**src/rtl/operand_fetch_pkg.sv**
```systemverilog
// Shared widths, register-zero constant and bus record types for the operand fetch slice.
package cpu_pkg;

  localparam int DATA_WIDTH = 32;
  localparam int ADDR_WIDTH = 5;
  localparam int NREG       = 2 ** ADDR_WIDTH;

  typedef logic [DATA_WIDTH-1:0] data_t;
  typedef logic [ADDR_WIDTH-1:0] addr_t;

  localparam addr_t REG_ZERO = '0;

  // One in-flight result that may be forwarded to a source operand.
  typedef struct packed {
    logic  vld;
    addr_t addr;
    data_t dat;
  } fwd_t;

  // Contents of the registered stage presented to EX.
  typedef struct packed {
    data_t src1;
    data_t src2;
    addr_t dest;
    logic  dest_wen;
    logic  is_load;
  } ex_pkt_t;

endpackage

```
**src/rtl/operand_fetch_if.sv**
```systemverilog
// ID/reg_file/bypass/WB/EX bundle seen by operand_fetch; slave is the fetch stage, master its environment.
interface operand_fetch_if;
  import cpu_pkg::*;

  logic  id_valid;
  logic  id_ready;
  addr_t id_rs;
  addr_t id_rt;
  logic  id_rs_used;
  logic  id_rt_used;
  addr_t id_dest;
  logic  id_dest_wen;
  logic  id_is_load;

  addr_t raddr1;
  addr_t raddr2;
  data_t rdata1;
  data_t rdata2;

  logic  ex_fwd_valid;
  addr_t ex_fwd_addr;
  data_t ex_fwd_data;
  logic  mem_fwd_valid;
  addr_t mem_fwd_addr;
  data_t mem_fwd_data;

  logic  wb_wen;
  addr_t wb_waddr;
  data_t wb_wdata;
  logic  wb_ld_done;
  addr_t wb_ld_addr;

  logic  flush;

  logic  ex_valid;
  logic  ex_ready;
  data_t ex_src1;
  data_t ex_src2;
  addr_t ex_dest;
  logic  ex_dest_wen;
  logic  ex_is_load;

  modport slave (
    input  id_valid, id_rs, id_rt, id_rs_used, id_rt_used, id_dest, id_dest_wen, id_is_load,
    input  rdata1, rdata2,
    input  ex_fwd_valid, ex_fwd_addr, ex_fwd_data, mem_fwd_valid, mem_fwd_addr, mem_fwd_data,
    input  wb_wen, wb_waddr, wb_wdata, wb_ld_done, wb_ld_addr,
    input  flush, ex_ready,
    output id_ready, raddr1, raddr2,
    output ex_valid, ex_src1, ex_src2, ex_dest, ex_dest_wen, ex_is_load
  );

  modport master (
    output id_valid, id_rs, id_rt, id_rs_used, id_rt_used, id_dest, id_dest_wen, id_is_load,
    output rdata1, rdata2,
    output ex_fwd_valid, ex_fwd_addr, ex_fwd_data, mem_fwd_valid, mem_fwd_addr, mem_fwd_data,
    output wb_wen, wb_waddr, wb_wdata, wb_ld_done, wb_ld_addr,
    output flush, ex_ready,
    input  id_ready, raddr1, raddr2,
    input  ex_valid, ex_src1, ex_src2, ex_dest, ex_dest_wen, ex_is_load
  );

endinterface

```
**src/rtl/operand_fetch_bypass.sv**
```systemverilog
// Combinational source-operand resolution: r0 -> 0, else EX > MEM > WB > reg_file.
// Zero latency, no state, no backpressure.
module operand_bypass
  import cpu_pkg::*;
(
  input  addr_t i_r,
  input  data_t i_rdata,
  input  fwd_t  i_ex,
  input  fwd_t  i_mem,
  input  fwd_t  i_wb,
  output data_t o_operand,
  output logic  o_ex_hit,
  output logic  o_mem_hit,
  output logic  o_wb_hit
);

  logic w_nz;

  assign w_nz      = (i_r != REG_ZERO);
  assign o_ex_hit  = w_nz && i_ex.vld  && (i_ex.addr  == i_r);
  assign o_mem_hit = w_nz && i_mem.vld && (i_mem.addr == i_r);
  assign o_wb_hit  = w_nz && i_wb.vld  && (i_wb.addr  == i_r);

  always_comb begin
    o_operand = i_rdata;
    if (!w_nz)          o_operand = '0;
    else if (o_ex_hit)  o_operand = i_ex.dat;
    else if (o_mem_hit) o_operand = i_mem.dat;
    else if (o_wb_hit)  o_operand = i_wb.dat;
  end

endmodule

```
**src/rtl/operand_fetch.sv**
```systemverilog
// Operand fetch: bypass-resolved sources into a one-cycle registered valid/ready stage toward EX,
// stalling ID on outstanding-load hazards; ex_ready only gates id_ready, never the ex_* outputs.
module operand_fetch
  import cpu_pkg::*;
(
  input  logic            clk,
  input  logic            rst,
  operand_fetch_if.slave  bus
);

  logic [NREG-1:0] r_pending;
  logic [NREG-1:0] w_pending_nxt;
  logic            r_ex_valid;
  ex_pkt_t         r_ex;

  fwd_t  w_ex_fwd;
  fwd_t  w_mem_fwd;
  fwd_t  w_wb_fwd;
  data_t w_src1;
  data_t w_src2;
  logic  w_rs_ex_hit, w_rs_mem_hit, w_rs_wb_hit;
  logic  w_rt_ex_hit, w_rt_mem_hit, w_rt_wb_hit;
  logic  w_unused_hits;

  logic  w_rs_haz;
  logic  w_rt_haz;
  logic  w_waw;
  logic  w_stall;
  logic  w_id_ready;
  logic  w_accept;
  logic  w_ld_set;

  assign bus.raddr1 = bus.id_rs;
  assign bus.raddr2 = bus.id_rt;

  assign w_ex_fwd  = {bus.ex_fwd_valid,  bus.ex_fwd_addr,  bus.ex_fwd_data};
  assign w_mem_fwd = {bus.mem_fwd_valid, bus.mem_fwd_addr, bus.mem_fwd_data};
  assign w_wb_fwd  = {bus.wb_wen,        bus.wb_waddr,     bus.wb_wdata};

  operand_bypass u_byp_rs (
    .i_r       (bus.id_rs),
    .i_rdata   (bus.rdata1),
    .i_ex      (w_ex_fwd),
    .i_mem     (w_mem_fwd),
    .i_wb      (w_wb_fwd),
    .o_operand (w_src1),
    .o_ex_hit  (w_rs_ex_hit),
    .o_mem_hit (w_rs_mem_hit),
    .o_wb_hit  (w_rs_wb_hit)
  );

  operand_bypass u_byp_rt (
    .i_r       (bus.id_rt),
    .i_rdata   (bus.rdata2),
    .i_ex      (w_ex_fwd),
    .i_mem     (w_mem_fwd),
    .i_wb      (w_wb_fwd),
    .o_operand (w_src2),
    .o_ex_hit  (w_rt_ex_hit),
    .o_mem_hit (w_rt_mem_hit),
    .o_wb_hit  (w_rt_wb_hit)
  );

  assign w_unused_hits = ^{w_rs_ex_hit, w_rs_mem_hit, w_rs_wb_hit,
                           w_rt_ex_hit, w_rt_mem_hit, w_rt_wb_hit};

  // A load retiring this cycle delivers its data through the WB bypass, so it no longer blocks.
  assign w_rs_haz = bus.id_rs_used && (bus.id_rs != REG_ZERO) && r_pending[bus.id_rs] &&
                    !(bus.wb_ld_done && (bus.wb_ld_addr == bus.id_rs));
  assign w_rt_haz = bus.id_rt_used && (bus.id_rt != REG_ZERO) && r_pending[bus.id_rt] &&
                    !(bus.wb_ld_done && (bus.wb_ld_addr == bus.id_rt));
  assign w_waw    = bus.id_dest_wen && bus.id_is_load && (bus.id_dest != REG_ZERO) &&
                    r_pending[bus.id_dest] &&
                    !(bus.wb_ld_done && (bus.wb_ld_addr == bus.id_dest));

  assign w_stall    = bus.id_valid && (w_rs_haz || w_rt_haz || w_waw);
  assign w_id_ready = !w_stall && !bus.flush && (!r_ex_valid || bus.ex_ready);
  assign w_accept   = bus.id_valid && w_id_ready;
  assign w_ld_set   = w_accept && bus.id_dest_wen && bus.id_is_load && (bus.id_dest != REG_ZERO);

  assign bus.id_ready = w_id_ready;

  // Clear first so a new load to the retiring register keeps its bit set.
  always_comb begin
    w_pending_nxt = r_pending;
    if (bus.wb_ld_done) w_pending_nxt[bus.wb_ld_addr] = 1'b0;
    if (w_ld_set)       w_pending_nxt[bus.id_dest]    = 1'b1;
  end

  always_ff @(posedge clk) begin
    if (rst) begin
      r_pending  <= '0;
      r_ex_valid <= 1'b0;
      r_ex       <= '0;
    end else begin
      r_pending <= w_pending_nxt;
      if (bus.flush) begin
        r_ex_valid <= 1'b0;
      end else if (w_accept) begin
        r_ex_valid <= 1'b1;
        r_ex       <= '{src1: w_src1, src2: w_src2, dest: bus.id_dest,
                        dest_wen: bus.id_dest_wen, is_load: bus.id_is_load};
      end else if (bus.ex_ready) begin
        r_ex_valid <= 1'b0;
      end
    end
  end

  assign bus.ex_valid    = r_ex_valid;
  assign bus.ex_src1     = r_ex.src1;
  assign bus.ex_src2     = r_ex.src2;
  assign bus.ex_dest     = r_ex.dest;
  assign bus.ex_dest_wen = r_ex.dest_wen;
  assign bus.ex_is_load  = r_ex.is_load;

endmodule

```
**src/flat_wrapper.sv**
```systemverilog
// flat-port wrapper written by rule: the top's interface ports become plain ports
module operand_fetch_flat import cpu_pkg::*;
  (clk, rst, bus_id_valid, bus_id_rs, bus_id_rt, bus_id_rs_used, bus_id_rt_used, bus_id_dest, bus_id_dest_wen, bus_id_is_load, bus_rdata1, bus_rdata2, bus_ex_fwd_valid, bus_ex_fwd_addr, bus_ex_fwd_data, bus_mem_fwd_valid, bus_mem_fwd_addr, bus_mem_fwd_data, bus_wb_wen, bus_wb_waddr, bus_wb_wdata, bus_wb_ld_done, bus_wb_ld_addr, bus_flush, bus_ex_ready, bus_id_ready, bus_raddr1, bus_raddr2, bus_ex_valid, bus_ex_src1, bus_ex_src2, bus_ex_dest, bus_ex_dest_wen, bus_ex_is_load);
  operand_fetch_if bus_i ();
  input  logic clk;
  input  logic rst;
  input wire logic [$bits(bus_i.id_valid)-1:0] bus_id_valid;
  input wire logic [$bits(bus_i.id_rs)-1:0] bus_id_rs;
  input wire logic [$bits(bus_i.id_rt)-1:0] bus_id_rt;
  input wire logic [$bits(bus_i.id_rs_used)-1:0] bus_id_rs_used;
  input wire logic [$bits(bus_i.id_rt_used)-1:0] bus_id_rt_used;
  input wire logic [$bits(bus_i.id_dest)-1:0] bus_id_dest;
  input wire logic [$bits(bus_i.id_dest_wen)-1:0] bus_id_dest_wen;
  input wire logic [$bits(bus_i.id_is_load)-1:0] bus_id_is_load;
  input wire logic [$bits(bus_i.rdata1)-1:0] bus_rdata1;
  input wire logic [$bits(bus_i.rdata2)-1:0] bus_rdata2;
  input wire logic [$bits(bus_i.ex_fwd_valid)-1:0] bus_ex_fwd_valid;
  input wire logic [$bits(bus_i.ex_fwd_addr)-1:0] bus_ex_fwd_addr;
  input wire logic [$bits(bus_i.ex_fwd_data)-1:0] bus_ex_fwd_data;
  input wire logic [$bits(bus_i.mem_fwd_valid)-1:0] bus_mem_fwd_valid;
  input wire logic [$bits(bus_i.mem_fwd_addr)-1:0] bus_mem_fwd_addr;
  input wire logic [$bits(bus_i.mem_fwd_data)-1:0] bus_mem_fwd_data;
  input wire logic [$bits(bus_i.wb_wen)-1:0] bus_wb_wen;
  input wire logic [$bits(bus_i.wb_waddr)-1:0] bus_wb_waddr;
  input wire logic [$bits(bus_i.wb_wdata)-1:0] bus_wb_wdata;
  input wire logic [$bits(bus_i.wb_ld_done)-1:0] bus_wb_ld_done;
  input wire logic [$bits(bus_i.wb_ld_addr)-1:0] bus_wb_ld_addr;
  input wire logic [$bits(bus_i.flush)-1:0] bus_flush;
  input wire logic [$bits(bus_i.ex_ready)-1:0] bus_ex_ready;
  output wire logic [$bits(bus_i.id_ready)-1:0] bus_id_ready;
  output wire logic [$bits(bus_i.raddr1)-1:0] bus_raddr1;
  output wire logic [$bits(bus_i.raddr2)-1:0] bus_raddr2;
  output wire logic [$bits(bus_i.ex_valid)-1:0] bus_ex_valid;
  output wire logic [$bits(bus_i.ex_src1)-1:0] bus_ex_src1;
  output wire logic [$bits(bus_i.ex_src2)-1:0] bus_ex_src2;
  output wire logic [$bits(bus_i.ex_dest)-1:0] bus_ex_dest;
  output wire logic [$bits(bus_i.ex_dest_wen)-1:0] bus_ex_dest_wen;
  output wire logic [$bits(bus_i.ex_is_load)-1:0] bus_ex_is_load;
  assign bus_i.id_valid = bus_id_valid;
  assign bus_i.id_rs = bus_id_rs;
  assign bus_i.id_rt = bus_id_rt;
  assign bus_i.id_rs_used = bus_id_rs_used;
  assign bus_i.id_rt_used = bus_id_rt_used;
  assign bus_i.id_dest = bus_id_dest;
  assign bus_i.id_dest_wen = bus_id_dest_wen;
  assign bus_i.id_is_load = bus_id_is_load;
  assign bus_i.rdata1 = bus_rdata1;
  assign bus_i.rdata2 = bus_rdata2;
  assign bus_i.ex_fwd_valid = bus_ex_fwd_valid;
  assign bus_i.ex_fwd_addr = bus_ex_fwd_addr;
  assign bus_i.ex_fwd_data = bus_ex_fwd_data;
  assign bus_i.mem_fwd_valid = bus_mem_fwd_valid;
  assign bus_i.mem_fwd_addr = bus_mem_fwd_addr;
  assign bus_i.mem_fwd_data = bus_mem_fwd_data;
  assign bus_i.wb_wen = bus_wb_wen;
  assign bus_i.wb_waddr = bus_wb_waddr;
  assign bus_i.wb_wdata = bus_wb_wdata;
  assign bus_i.wb_ld_done = bus_wb_ld_done;
  assign bus_i.wb_ld_addr = bus_wb_ld_addr;
  assign bus_i.flush = bus_flush;
  assign bus_i.ex_ready = bus_ex_ready;
  assign bus_id_ready = bus_i.id_ready;
  assign bus_raddr1 = bus_i.raddr1;
  assign bus_raddr2 = bus_i.raddr2;
  assign bus_ex_valid = bus_i.ex_valid;
  assign bus_ex_src1 = bus_i.ex_src1;
  assign bus_ex_src2 = bus_i.ex_src2;
  assign bus_ex_dest = bus_i.ex_dest;
  assign bus_ex_dest_wen = bus_i.ex_dest_wen;
  assign bus_ex_is_load = bus_i.ex_is_load;
  operand_fetch u_core (.clk(clk), .rst(rst), .bus(bus_i));
endmodule
```
**config.mk**
```make
export PLATFORM = sky130hd
export DESIGN_NAME = operand_fetch_flat
export DESIGN_NICKNAME = d
export VERILOG_FILES = /design/src/rtl/operand_fetch_pkg.sv /design/src/rtl/operand_fetch_if.sv /design/src/rtl/operand_fetch_bypass.sv /design/src/rtl/operand_fetch.sv /design/src/flat_wrapper.sv
export SDC_FILE = /design/constraint.sdc
export NUM_CORES = 1
export LEC_CHECK = 0
export CORE_MARGIN = 5
export CORE_UTILIZATION = 44
export CTS_CLUSTER_DIAMETER = 60
export DETAILED_ROUTE_END_ITERATION = 16
export HOLD_SLACK_MARGIN = 0.02
export MAX_ROUTING_LAYER = met4
export PLACE_DENSITY = 0.83
export REMOVE_ABC_BUFFERS = 1
export SETUP_SLACK_MARGIN = 0.02
export SLEW_MARGIN = 40
export SYNTH_ARGS = -nofsm -noshare
export SYNTH_HDL_FRONTEND = slang
export SYNTH_HIERARCHICAL = 1
export SYNTH_SLANG_ARGS = --single-unit
```
**constraint.sdc**
```tcl
create_clock -name clk -period 3.3 [get_ports clk]
set_input_delay 0.66 -clock clk [delete_from_list [all_inputs] [get_ports clk]]
set_output_delay 0.66 -clock clk [all_outputs]
set_load 0.03 [all_outputs]
```
==> Word level (Yosys, flattened, before mapping) <==
Index checks and enable logic that the tools add are counted.
{ "totals": {"ff_bits": 104, "latch_bits": 0, "ramBits": 0, "rom_bits": 0, "input_bits": 208, "output_inout_bits": 83, "n_memories": 0} }
{ "classes": {"n_addsub": 0, "n_mul": 0, "div_mod_pow": 0, "order_cmp": 6, "n_eq_ne": 9, "shift": 0, "muxes": 22, "bitwise_logic": 4, "reduce_logical": 49} }
{ "ops": {"columns": ["operator", "count"], "rows": [
  ["32-bit 2-to-1 mux", 10],
  ["5-bit == test", 9],
  ["1-bit logical AND", 34],
  ["32-bit bitwise AND", 1],
  ["32-bit inverter", 1],
  ["32-bit OR", 1],
  ["5-bit by 6-bit less-than comparator with 1-bit output (second input constant)", 4],
  ["1-bit binary-select mux with 5-bit select", 3],
  ["5-bit nonzero test", 3],
  ["1-bit demux with 5-bit select", 2],
  ["5-bit by 1-bit greater-or-equal comparator with 1-bit output (second input constant)", 2],
  ["1-bit 2-to-1 mux", 7],
  ["1-bit zero test", 6],
  ["1-bit logical OR", 3],
  ["2-bit AND reduction", 1],
  ["2-bit nonzero test", 1],
  ["2-bit OR reduction", 1],
  ["1-bit inverter", 1]
]} }

==> Logic depth before layout (Yosys ltp) <==
Gate-level depths: netlist (run 1).
{ "depth": {"word_depth": 15, "ltp_mapped": 11} }

==> By module <==
Netlist (run 1), hierarchy kept.
{ "modules_own_cells": {"columns": ["module", "instances", "cells_per_inst", "area_each_um2", "seq_area_each_um2"], "rows": [
  ["operand_fetch", 1, 632, 5725.5, 2082.0],
  ["operand_bypass", 2, 225, 1815.5, 0.0]
]} }

==> Worst setup path after synthesis (run 1) <==
OpenSTA, ideal clock, no wires.
{ "synth_path": {"path_kind": "input to output", "from": "input bus_id_rs[1]", "to": "output bus_id_ready", "t_arrival_ns": 3.178, "slack_ns": -0.538, "stages": 8, "path_buffers": 2, "cell_sequence": "clkbuf_1 -> mux4_2 -> mux2i_1 -> a211oi_1 -> o21ai_1 -> clkbuf_1 -> nand3_1 -> a21boi_0"} }
{ "synth_via": {"elab_chain_len": 10, "elab_cells_between_ends": 15, "cone_classes": "eq/ne: 1; mux: 2; reduce/logical: 12"} }
{ "synth_lines": {"columns": ["item", "line", "text"], "rows": [
  ["start, declared", "flat_wrapper.sv:8", "input wire logic [$bits(bus_i.id_rs)-1:0] bus_id_rs;"],
  ["1-bit binary-select mux with 5-bit select, or another cell as far along", "operand_fetch.sv:68", "assign w_rs_haz = bus.id_rs_used && (bus.id_rs != REG_ZERO) && r_pending[bus.id_rs] &&"],
  ["1-bit 2-to-1 mux (implied by the code), or another cell as far along", "operand_fetch.sv:68", null],
  ["1-bit logical AND / 1-bit zero test (equally long branches)", "operand_fetch.sv:68, operand_fetch.sv:69", null],
  ["1-bit logical AND *", "operand_fetch.sv:68", null],
  ["1-bit logical OR * (2 in series)", "operand_fetch.sv:76", "assign w_stall = bus.id_valid && (w_rs_haz || w_rt_haz || w_waw);"],
  ["1-bit logical AND *", "operand_fetch.sv:76", null],
  ["1-bit zero test *", "operand_fetch.sv:77", "assign w_id_ready = !w_stall && !bus.flush && (!r_ex_valid || bus.ex_ready);"],
  ["1-bit logical AND * (2 in series)", "operand_fetch.sv:77", null],
  ["end, declared", "flat_wrapper.sv:30", "output wire logic [$bits(bus_i.id_ready)-1:0] bus_id_ready;"]
]} }
Every way passes the cells marked *; elsewhere a longest branch is shown, timed or not. The select of a mux whose other input is x is not followed.

==> Final worst setup path (run 1) <==
{ "layout_path": {"from": "input bus_id_dest[2]", "to": "output bus_id_ready"} }
{ "layout_via": {"elab_chain_len": 9, "elab_cells_between_ends": 14, "cone_classes": "eq/ne: 1; mux: 2; reduce/logical: 11"} }
{ "layout_lines": {"columns": ["item", "line", "text"], "rows": [
  ["start, declared", "flat_wrapper.sv:12", "input wire logic [$bits(bus_i.id_dest)-1:0] bus_id_dest;"],
  ["1-bit binary-select mux with 5-bit select, or another cell as far along", "operand_fetch.sv:73", "r_pending[bus.id_dest] &&"],
  ["1-bit 2-to-1 mux (implied by the code), or another cell as far along", "operand_fetch.sv:73", null],
  ["1-bit logical AND / 1-bit zero test (equally long branches)", "operand_fetch.sv:72, operand_fetch.sv:74", null],
  ["1-bit logical AND *", "operand_fetch.sv:73", null],
  ["1-bit logical OR *", "operand_fetch.sv:76", null],
  ["1-bit logical AND *", "operand_fetch.sv:76", null],
  ["1-bit zero test *", "operand_fetch.sv:77", null],
  ["1-bit logical AND * (2 in series)", "operand_fetch.sv:77", null]
]} }
Marked as above.

==> impl_metrics.py, run 1 <==
metrics = {
    "power": {
        "power_leakage_nw": 5.520,
        "vdd_ir_drop_max_mv": 0.3085,
        "power_density_nw_per_um2": 295.8,
    },
    "critical_path": {
        "worst_path_most_repeated_cell": "sky130_fd_sc_hd__buf_4",
        "stage_delay_of_the_slowest_cell_on_the_critical_path_ps": 470,
        "crit_arrival_ps": 2560,
        "sort_of_element_at_the_end_of_the_critical_path": "output pin",
        "cpMaxStageDelayCell": "sky130_fd_sc_hd__mux4_2",
        "critPathRequiredTime_ps": 2640,
        "max_fanout_on_critical_path": 10,
        "crit_path_cell_trace": "dlygate4sd2_1 -> buf_4 -> mux2i_1 -> mux4_2 -> a2111o_2 -> nand3_2 -> a21boi_1 -> buf_4",
        "timing_worst_setup_path_type": "in2out",
        "critical_path.startpoint_type": "input pin",
    },
    "layout": {
        "area_growth_syn_to_layout_pct": 39.77,
        "highest_count_cells_in_the_layout_ignoring_fill_and_taps": "sky130_fd_sc_hd__clkdlybuf4s50_1 (282), sky130_fd_sc_hd__dfxtp_1 (104), sky130_fd_sc_hd__nand2_1 (102)",
        "layout_filler_cell_count": 1787,
        "most_common_library_cell_in_the_layout_ignoring_fill_and_taps": "sky130_fd_sc_hd__clkdlybuf4s50_1",
        "drive_gt1_frac": 0.1701,
        "layout.nets": 1520,
        "final-instance-count-excl-fill": 1593,
    },
    "route": {
        "drc": 0,
        "routed_via_density": 6.781,
        "detail_route.first_pass.iterations": 5,
        "num_vias": 10800,
        "drtIter0Drc": 1233,
        "average_wire_per_cell_in_the_routed_design_um": 24.95,
        "detail_route.wirelength_mm": 39.75,
        "postRouteAntennaNets": 0,
    },
    "floorplanning": {
        "die_area_um2": 24280,
        "die_w_um": 155.8,
        "coreArea_um2": 20960,
        "start_util": 0.4465,
        "placement_rows": 53,
        "number_of_top_level_design_ports": 291,
        "die_height_um": 155.8,
    },
    "yosys": {
        "synthCells": 1082,
        "synth_cell_types": 56,
        "post_synthesis_average_cell_area_um2": 8.647,
        "async_set_reset_flop_share_out_of_synthesis": 0,
        "synth_enable_flop_cells": 0,
        "synth.ff_latch_count": 104,
        "yosys_warnings": 6,
        "synth_area_um2": 9356,
        "yosys_most_used_dff": "sky130_fd_sc_hd__dfxtp_1",
        "seq_total_area_yosys": 0.2225,
    },
    "timing": {
        "whs_ps": 580.2,
        "worst_pin_slew_ps": 688.9,
        "aggregate_negative_setup_slack_ps": 0,
        "period_share": 0.9767,
        "unrepaired_setup_endpoints_after_global_routing": "no",
        "timing.final.ws_setup_ps": 76.85,
        "drv_slew": 0,
        "timing.final.hold_violations": 0,
        "achievable-frequency_ghz": 0.3103,
        "final-setup-viol-count": 0,
        "finalCriticalPeriod_ps": 3223,
        "relSlewSlack": 0.5408,
        "finClkSkew_ps": 17.04,
    },
    "cts": {
        "cts.path.max_buffers": 2,
        "clk_root_buffer_cell": "sky130_fd_sc_hd__clkbuf_16",
        "clkTransAtPathRegs_ps": 70,
        "cts_bufs_inserted": 9,
        "postCtsSetupRepairBufs": 0,
        "clock-sinks": 104,
        "hold_buffers": 0,
        "cts-htree-levels": 3,
        "clock_latency_ps": 360,
        "clock_tree_from_tritoncts": "done",
    },
    "global_route": {
        "antenna_found_initial": 1,
        "grt_pass1_vias": 10190,
        "grt_use_total": 0.3124,
        "grt_max_degree": 72,
        "wire_length_of_the_first_global_routing_pass_mm": 58.85,
        "globalRoute.totalOverflow": 0,
    },
    "placed_design": {
        "final_estimated_routing_congestion_in_global_placement": 0.9708,
        "dp_hpwl_mm": 27.38,
        "dp.cells": 1575,
        "io_buffer_count": 290,
        "place_worst_setup_slack_ps": -413.2,
    },
    "run_status": {
        "status": "complete, no violations",
    },
    "job": {
        "max_cap_violations": 0,
    },
    "min_path": {
        "hp-class": "reg2reg",
    },
}
## logic make-up (layout without fill, tap and decap cells)
logic type             count (synthesis)  in the layout  share of synthesized area
AO/OA/AOI/OAI                        460            460                     0.4366
XOR/XNOR                              45             45                    0.04212
buffers and inverters                216            451                     0.1102
flip-flops                           104            104                     0.2225
multiplexers                          33             33                    0.06927
other                                  0              1                          0
AND/OR/NAND/NOR                      224            224                     0.1193
## cells in the mapped netlist (3+ instances only)
cell	n	area share
sky130_fd_sc_hd__o221a_1	64	0.077
sky130_fd_sc_hd__nor3_1	12	0.0064
sky130_fd_sc_hd__clkbuf_1	93	0.037
sky130_fd_sc_hd__nand3b_1	6	0.0048
sky130_fd_sc_hd__dfxtp_1	104	0.22
sky130_fd_sc_hd__nor2_1	34	0.014
sky130_fd_sc_hd__and3_1	14	0.0094
sky130_fd_sc_hd__a31o_2	21	0.020
sky130_fd_sc_hd__nand4_1	4	0.0027
sky130_fd_sc_hd__a211oi_2	58	0.078
sky130_fd_sc_hd__buf_4	19	0.015
sky130_fd_sc_hd__nor4_1	3	0.0020
sky130_fd_sc_hd__xor2_1	24	0.022
sky130_fd_sc_hd__nor3b_1	4	0.0032
sky130_fd_sc_hd__a41oi_1	65	0.061
sky130_fd_sc_hd__a21o_1	94	0.075
sky130_fd_sc_hd__nor2_2	4	0.0027
sky130_fd_sc_hd__mux2i_1	7	0.0075
sky130_fd_sc_hd__nand3_1	8	0.0043
sky130_fd_sc_hd__mux4_2	24	0.058
sky130_fd_sc_hd__nand2b_1	5	0.0033
sky130_fd_sc_hd__buf_6	17	0.020
sky130_fd_sc_hd__nand2_1	104	0.042
sky130_fd_sc_hd__a211oi_1	7	0.0056
sky130_fd_sc_hd__xnor2_1	21	0.020
sky130_fd_sc_hd__buf_1	4	0.0016
sky130_fd_sc_hd__nor2b_1	7	0.0047
sky130_fd_sc_hd__buf_2	17	0.0091
sky130_fd_sc_hd__a21oi_1	4	0.0021
sky130_fd_sc_hd__a31o_1	49	0.046
sky130_fd_sc_hd__inv_1	65	0.026
sky130_fd_sc_hd__o211a_1	11	0.012
sky130_fd_sc_hd__a31oi_1	74	0.049
sky130_fd_sc_hd__o311a_1	4	0.0043
## worst paths after layout
| path | depth (start not counted) | from | to | slack [ps] |
|---|---|---|---|---|
| worst min register to register | 1 | u_core/r_pending[0]$_SDFF_PP0_ | u_core/r_pending[0]$_SDFF_PP0_ | 580 |
| worst min-delay path | 1 | u_core/r_pending[0]$_SDFF_PP0_ | u_core/r_pending[0]$_SDFF_PP0_ | 580 |
| worst max register to register | 8 | u_core/r_pending[9]$_SDFF_PP0_ | u_core/bus.ex_src1[5]$_SDFFE_PP0P_ | 650 |
| worst max-delay path | 8 | bus_id_dest[2] | bus_id_ready | 80 |
## power by group
| part | switching (mW) | internal (mW) |
|---|---|---|
| Clock | 0.574 | 0.614 |
| Sequential | 0.0301 | 1.30 |
| Combinational | 0.701 | 0.646 |
## through the flow
step	util	power (mW)	instance area, um^2
2_1_floorplan	-	1.945	8573
3_3_place_gp	0.6069	2.663	12720
3_5_place_dp	0.6069	2.678	12720
4_1_cts	0.6241	3.860	13080
5_1_grt	0.6241	3.996	13080
6_report	0.6241	3.869	13080
## cell type report
class	count	area, um^2	area share
inverter	66	250.2	0.01914
sequential	104	2082	0.1592
clock buffer	9	225.2	0.01722
antenna	1	2.502	0.0001914
tap	275	344.1	0.02631
clock inverter	7	98.84	0.007558
multi-input combinational	762	6306	0.4822
timing repair buffer	369	3769	0.2882
## sequential cells by signal, summed over array words and instances (netlist names)
name and flops:
u_core/bus.ex_valid 1, u_core/r_pending 32, u_core/bus.ex_is_load 1, u_core/bus.ex_dest_wen 1, u_core/bus.ex_dest 5, u_core/bus.ex_src2 32
u_core/bus.ex_src1 32
## critical path, delay by kind of cell
family / cells / cell delay, ps
buffers and inverters: 3 / 750
multiplexers: 2 / 590
AND/OR/NAND/NOR: 1 / 100
AO/OA/AOI/OAI: 2 / 450
## timing repair
action,CTS,global route
resized for setup,15,4
cloned,1,0
endpoints found under the setup margin,1,1
pin swaps,5,1
## layer usage
| metal | GRT usage | share of wire | up-vias |
|---|---|---|---|
| met5 | - | 0 | - |
| met2 | 0.4937 | 0.46 | 878 |
| met4 | 0.1376 | 0.046 | 0 |
| li1 | - | - | 4651 |
| met1 | 0.3955 | 0.38 | 5121 |
| met3 | 0.04882 | 0.11 | 152 |
(Power assumes the default switching activity.)
==> run 2: changes to the inputs <==
- CORE_UTILIZATION: 44 -> 50
- PLACE_DENSITY: 0.83 -> 0.89
- clock period: 3.3 -> 4 ns (I/O delays scaled with it)
==> run 2 against run 1 <==
Effect of this change: hold slack got worse by 38 ps; design area fell by 2.7%; die area down 11%; non-clock buffer count decreased by 22; clock skew down 11 ps; critical path depth unchanged; combinational power decreased by 20%; clock-buffer cell count grew 2.
==> impl_metrics.py, run 2 (synthesis gave the netlist of run 1 again) <==
metrics = {
    "run_status": {
        "status": "complete, no violations",
    },
    "timing": {
        "finalCriticalPeriod_ps": 3923,
        "worst_pin_slew_ps": 785.2,
        "whs_ps": 541.8,
        "drv_slew": 0,
        "timing.final.ws_setup_ps": 77.46,
        "period_share": 0.9806,
        "timing.final.hold_violations": 0,
        "relSlewSlack": 0.4765,
        "unrepaired_setup_endpoints_after_global_routing": "no",
        "final-setup-viol-count": 0,
        "finClkSkew_ps": 6.417,
        "achievable-frequency_ghz": 0.2549,
    },
    "min_path": {
        "hp-class": "reg2reg",
    },
    "layout": {
        "regArea_um2": 2082,
        "final_core_utilization": 0.6848,
        "layout.nets": 1498,
        "most_common_library_cell_in_the_layout_ignoring_fill_and_taps": "sky130_fd_sc_hd__clkdlybuf4s50_1",
        "multi_input_gate_area_um2": 6294,
        "area_growth_syn_to_layout_pct": 35.99,
        "layout_filler_cell_count": 1455,
        "final-instance-count-excl-fill": 1534,
        "drive_gt1_frac": 0.1521,
        "highest_count_cells_in_the_layout_ignoring_fill_and_taps": "sky130_fd_sc_hd__clkdlybuf4s50_1 (287), sky130_fd_sc_hd__dfxtp_1 (104), sky130_fd_sc_hd__nand2_1 (102)",
    },
    "route": {
        "average_wire_per_cell_in_the_routed_design_um": 25.03,
        "detail_route.first_pass.iterations": 7,
        "postRouteAntennaNets": 0,
        "drc": 0,
        "detail_route.wirelength_mm": 38.39,
        "routed_via_density": 6.938,
        "num_vias": 10640,
        "drtIter0Drc": 1314,
    },
    "power": {
        "post-layout-total-power_mw": 3.071,
        "power_leakage_nw": 5.338,
        "vdd_ir_drop_max_mv": 0.2395,
        "power_density_nw_per_um2": 241.4,
    },
    "critical_path": {
        "critical_path.startpoint_type": "input pin",
        "worst-r2r-setup-slack_ps": 1060,
        "max_fanout_on_critical_path": 10,
        "sort_of_element_at_the_end_of_the_critical_path": "output pin",
        "timing_worst_setup_path_type": "in2out",
        "crit_arrival_ps": 3120,
        "critPathRequiredTime_ps": 3200,
    },
    "placed_design": {
        "dp_hpwl_mm": 26.01,
        "io_buffer_count": 290,
        "dp.cells": 1511,
        "final_estimated_routing_congestion_in_global_placement": 0.9581,
        "place_worst_setup_slack_ps": 0.01221,
    },
    "floorplanning": {
        "die_area_um2": 21550,
        "start_util": 0.5036,
        "placement_rows": 50,
        "number_of_top_level_design_ports": 291,
        "coreArea_um2": 18580,
        "die_height_um": 146.8,
        "die_w_um": 146.8,
    },
    "global_route": {
        "grt_max_degree": 107,
        "grt_use_total": 0.3436,
        "grt_pass1_vias": 10260,
        "antenna_found_initial": 5,
        "wire_length_of_the_first_global_routing_pass_mm": 58.01,
        "globalRoute.totalOverflow": 0,
    },
    "cts": {
        "cts.path.max_buffers": 2,
        "clock-sinks": 104,
        "clock_latency_ps": 370,
        "clk_root_buffer_cell": "sky130_fd_sc_hd__clkbuf_16",
        "clkTransAtPathRegs_ps": 70,
        "cts-htree-levels": 3,
        "cts_bufs_inserted": 9,
        "hold_buffers": 0,
        "clock_tree_from_tritoncts": "done",
    },
    "job": {
        "max_cap_violations": 0,
    },
}
## run 2: cell count changes in the layout (fill, tap and decap cells not counted), moves of 3 or more
cell,previous run,this run
sky130_fd_sc_hd__dlygate4sd2_1,4,1
sky130_fd_sc_hd__buf_4,58,44
sky130_fd_sc_hd__buf_12,21,13
sky130_fd_sc_hd__diode_2,1,5
sky130_fd_sc_hd__clkdlybuf4s50_1,282,287
## run 2: worst paths after layout
| path | endpoint | startpoint | cells after the start |
|---|---|---|---|
| max reg2reg | u_core/bus.ex_src1[17]$_SDFFE_PP0P_ | u_core/r_pending[22]$_SDFF_PP0_ | 9 |
| max | bus_id_ready | bus_id_dest[2] | 8 |
| min reg2reg | u_core/r_pending[0]$_SDFF_PP0_ | u_core/r_pending[0]$_SDFF_PP0_ | 1 |
| min | u_core/r_pending[0]$_SDFF_PP0_ | u_core/r_pending[0]$_SDFF_PP0_ | 1 |
## run 2: worst max-delay path, cell delays in order
cell                              delay, ps
sky130_fd_sc_hd__clkdlybuf4s50_1        650
sky130_fd_sc_hd__buf_4                  250
sky130_fd_sc_hd__mux2i_1                 90
sky130_fd_sc_hd__mux4_2                 470
sky130_fd_sc_hd__a2111o_2               470
sky130_fd_sc_hd__nand3_1                110
sky130_fd_sc_hd__a21boi_0               100
sky130_fd_sc_hd__buf_4                  180
## run 2: final cells by class
| class | instances | area share |
|---|---|---|
| multi-input combinational | 762 | 0.4946 |
| timing repair buffer | 347 | 0.2758 |
| sequential | 104 | 0.1636 |
| tap | 234 | 0.02301 |
| inverter | 66 | 0.01967 |
| clock buffer | 11 | 0.01908 |
| clock inverter | 5 | 0.003147 |
| antenna | 5 | 0.0009834 |
## run 2: report_power, final
part           internal [mW]  leakage [nW]  switching, mW  total [mW]
clock                  0.445         0.134          0.448       0.893
combinational          0.507          4.36          0.570        1.08
sequential              1.08         0.845         0.0253        1.10
total                   2.03          5.34           1.04        3.07
## run 2: timing repair
action / 4_1_cts / 5_1_grt
setup endpoints to repair: 1 / 1
gates resized for setup: 1 / 1
gates cloned: 0 / 1
buffers inserted: 0 / 1
pin swaps: 0 / 1
## run 2: metal layers
layer | part of all wire | global-route usage | routed length (um) | vias up
li1 | - | - | - | 4600
met2 | 0.45 | 0.5252 | 17350 | 853
met4 | 0.067 | 0.2178 | 2571 | 0
met1 | 0.37 | 0.4176 | 14230 | 5001
met3 | 0.11 | 0.06385 | 4240 | 189
met5 | 0 | - | 0 | -
## run 2: per-stage QoR
stage / cell area (um^2) / setup TNS [ps]
finish: 12720 / 0
global route: 12720 / 0
CTS: 12680 / 0
detailed placement: 12390 / 0
global placement: 12390 / 0
floorplan: 8573 / -177130
==> run 3: changes to the inputs <==
- clock period: 4 -> 4.6 ns (I/O delays scaled with it)
==> run 3 against run 2 <==
Effect of this change: sequential share of layout area is 0.20 points higher; critical endpoint unchanged; clock-buffer cell count is 1 lower; largest power group unchanged; hold slack worse by 23 ps; highest routed layer unchanged; power is 10% lower.
==> impl_metrics.py, run 3 (synthesis gave the netlist of run 1 again) <==
metrics = {
    "global_route": {
        "globalRoute.totalOverflow": 0,
        "grt_pass1_vias": 10280,
        "grt_util_met3": 0.07526,
        "use_met2": 0.5328,
        "grt_use_total": 0.3473,
        "wire_length_of_the_first_global_routing_pass_mm": 58.68,
        "grt_util_met1": 0.4358,
        "grt-busiest-layer": "met2",
        "antenna_found_initial": 1,
        "grt_max_degree": 73,
    },
    "placed_design": {
        "io_buffer_count": 290,
        "final_estimated_routing_congestion_in_global_placement": 0.9911,
        "dp_hpwl_mm": 25.71,
        "placedInstanceArea_um2": 12230,
        "dp.cells": 1499,
    },
    "route": {
        "postRouteAntennaNets": 0,
        "average_wire_per_cell_in_the_routed_design_um": 25.49,
        "detail_route.first_pass.iterations": 5,
        "drtIter0Drc": 1615,
        "routed_via_density": 7.063,
        "detail_route.wirelength_mm": 38.64,
        "drc": 0,
        "num_vias": 10710,
    },
    "power": {
        "sequentialPowerShare": 0.348,
        "power.internal_mw": 1.866,
        "power_density_nw_per_um2": 219.0,
        "p_switching_uw": 886.8,
        "power_leakage_nw": 5.263,
        "switching_share": 0.3221,
        "pwr-share-clk": 0.315,
        "vdd_ir_drop_max_mv": 0.2288,
        "p_comb_frac": 0.337,
    },
    "critical_path": {
        "path_delay_family": "multiplexers",
        "cpMaxStageDelayCell": "sky130_fd_sc_hd__clkdlybuf4s50_1",
        "sort_of_element_at_the_end_of_the_critical_path": "output pin",
        "crit_path_cell_trace": "clkdlybuf4s50_1 -> mux4_2 -> mux2i_1 -> mux4_2 -> a2111o_2 -> nand3_1 -> a21boi_0 -> buf_4",
        "max_fanout_on_critical_path": 10,
        "crit_arrival_ps": 3400,
        "stage_delay_of_the_slowest_cell_on_the_critical_path_ps": 680,
        "critPathRequiredTime_ps": 3680,
        "worst_path_most_repeated_cell": "sky130_fd_sc_hd__mux4_2",
        "timing_worst_setup_path_type": "in2out",
        "critical_path.startpoint_type": "input pin",
        "crit_buf_inv": 2,
    },
    "floorplanning": {
        "placement_rows": 50,
        "coreArea_um2": 18580,
        "die_w_um": 146.8,
        "die_area_um2": 21550,
        "start_util": 0.5036,
        "die_height_um": 146.8,
        "number_of_top_level_design_ports": 291,
    },
    "cts": {
        "cts-htree-levels": 3,
        "clock_tree_from_tritoncts": "done",
        "cts_bufs_inserted": 9,
        "cts.path.max_buffers": 2,
        "clk_root_buffer_cell": "sky130_fd_sc_hd__clkbuf_16",
        "hold_buffers": 0,
        "postCtsSetupRepairBufs": 0,
        "post_cts.resized_instances": 0,
        "clock_latency_ps": 360,
        "clock-sinks": 104,
        "clkTransAtPathRegs_ps": 60,
    },
    "layout": {
        "area_growth_syn_to_layout_pct": 34.34,
        "most_common_library_cell_in_the_layout_ignoring_fill_and_taps": "sky130_fd_sc_hd__clkdlybuf4s50_1",
        "final-instance-count-excl-fill": 1516,
        "highest_count_cells_in_the_layout_ignoring_fill_and_taps": "sky130_fd_sc_hd__clkdlybuf4s50_1 (289), sky130_fd_sc_hd__dfxtp_1 (104), sky130_fd_sc_hd__nand2_1 (102)",
        "drive_gt1_frac": 0.1436,
        "layout.nets": 1484,
        "final_area_um2": 12570,
        "layout_filler_cell_count": 1445,
    },
    "run_status": {
        "status": "complete, no violations",
    },
    "timing": {
        "finalCriticalPeriod_ps": 4319,
        "period_share": 0.9390,
        "unrepaired_setup_endpoints_after_global_routing": "no",
        "finClkSkew_ps": 11.88,
        "timing.final.hold_violations": 0,
        "achievable-frequency_ghz": 0.2315,
        "final-setup-viol-count": 0,
        "relSlewSlack": 0.4290,
        "drv_slew": 0,
        "worst_pin_slew_ps": 856.5,
    },
    "job": {
        "max_cap_violations": 0,
    },
    "min_path": {
        "hp-class": "reg2reg",
    },
}
run 3: cell count changes in the layout (fill, tap and decap cells not counted), sizes merged:
cell,change
buf,-13
inv,+1
clkinvlp,-1
clkinv,-1
clkdlybuf4s50,+2
diode,-4
bufinv,+2
clkbuf,-2
dlygate4sd2,-1
dlymetal6s2s,-1
run 3: final timing paths:
check                           cells after the start                                   to                            start  slack, ps
worst min-delay path                                1       u_core/r_pending[0]$_SDFF_PP0_   u_core/r_pending[0]$_SDFF_PP0_        520
worst max register to register                      8  u_core/bus.ex_src1[20]$_SDFFE_PP0P_  u_core/r_pending[15]$_SDFF_PP0_       1540
worst min register to register                      1       u_core/r_pending[0]$_SDFF_PP0_   u_core/r_pending[0]$_SDFF_PP0_        520
worst max-delay path                                8                         bus_id_ready                   bus_id_dest[1]        280
run 3: per-stage QoR:
step | utilization | total power [mW] | hold WS, ps | worst slack (ps) | TNS, ps
after floorplan | - | 1.395 | 478.6 | -1449 | -127330
after global placement | 0.6582 | 1.869 | 511.5 | 280.5 | 0
after detailed placement | 0.6582 | 1.880 | 503.6 | 262.9 | 0
after CTS | 0.6764 | 2.747 | 512.4 | 296.5 | 0
after global routing | 0.6765 | 2.849 | 539.1 | 173.7 | 0
final | 0.6765 | 2.753 | 518.7 | 280.7 | 0
run 3: layer usage:
layer / wire length (um) / share of wire
met3: 4501 / 0.12
met5: 0 / 0
met4: 2013 / 0.052
met1: 14460 / 0.37
met2: 17670 / 0.46
run 3: layout make-up:
cell class / instances / area (um^2) / share of cell area
multi-input cells: 762 / 6294 / 0.5007
well taps: 234 / 292.8 / 0.02329
clock buffers: 10 / 239.0 / 0.01901
clock inverters: 6 / 98.84 / 0.007864
inverters: 66 / 250.2 / 0.01991
flip-flops and latches: 104 / 2082 / 0.1656
repair buffers: 333 / 3311 / 0.2634
diodes: 1 / 2.502 / 0.0001991
run 3: power by group through the flow:
stage | Clock, mW | Sequential, mW | Combinational [mW]
2_1_floorplan | 0 | 1.04 | 0.354
3_3_place_gp | 0 | 0.979 | 0.890
3_5_place_dp | 0 | 0.979 | 0.902
4_1_cts | 0.880 | 0.958 | 0.908
5_1_grt | 0.922 | 0.962 | 0.965
6_report | 0.868 | 0.959 | 0.927
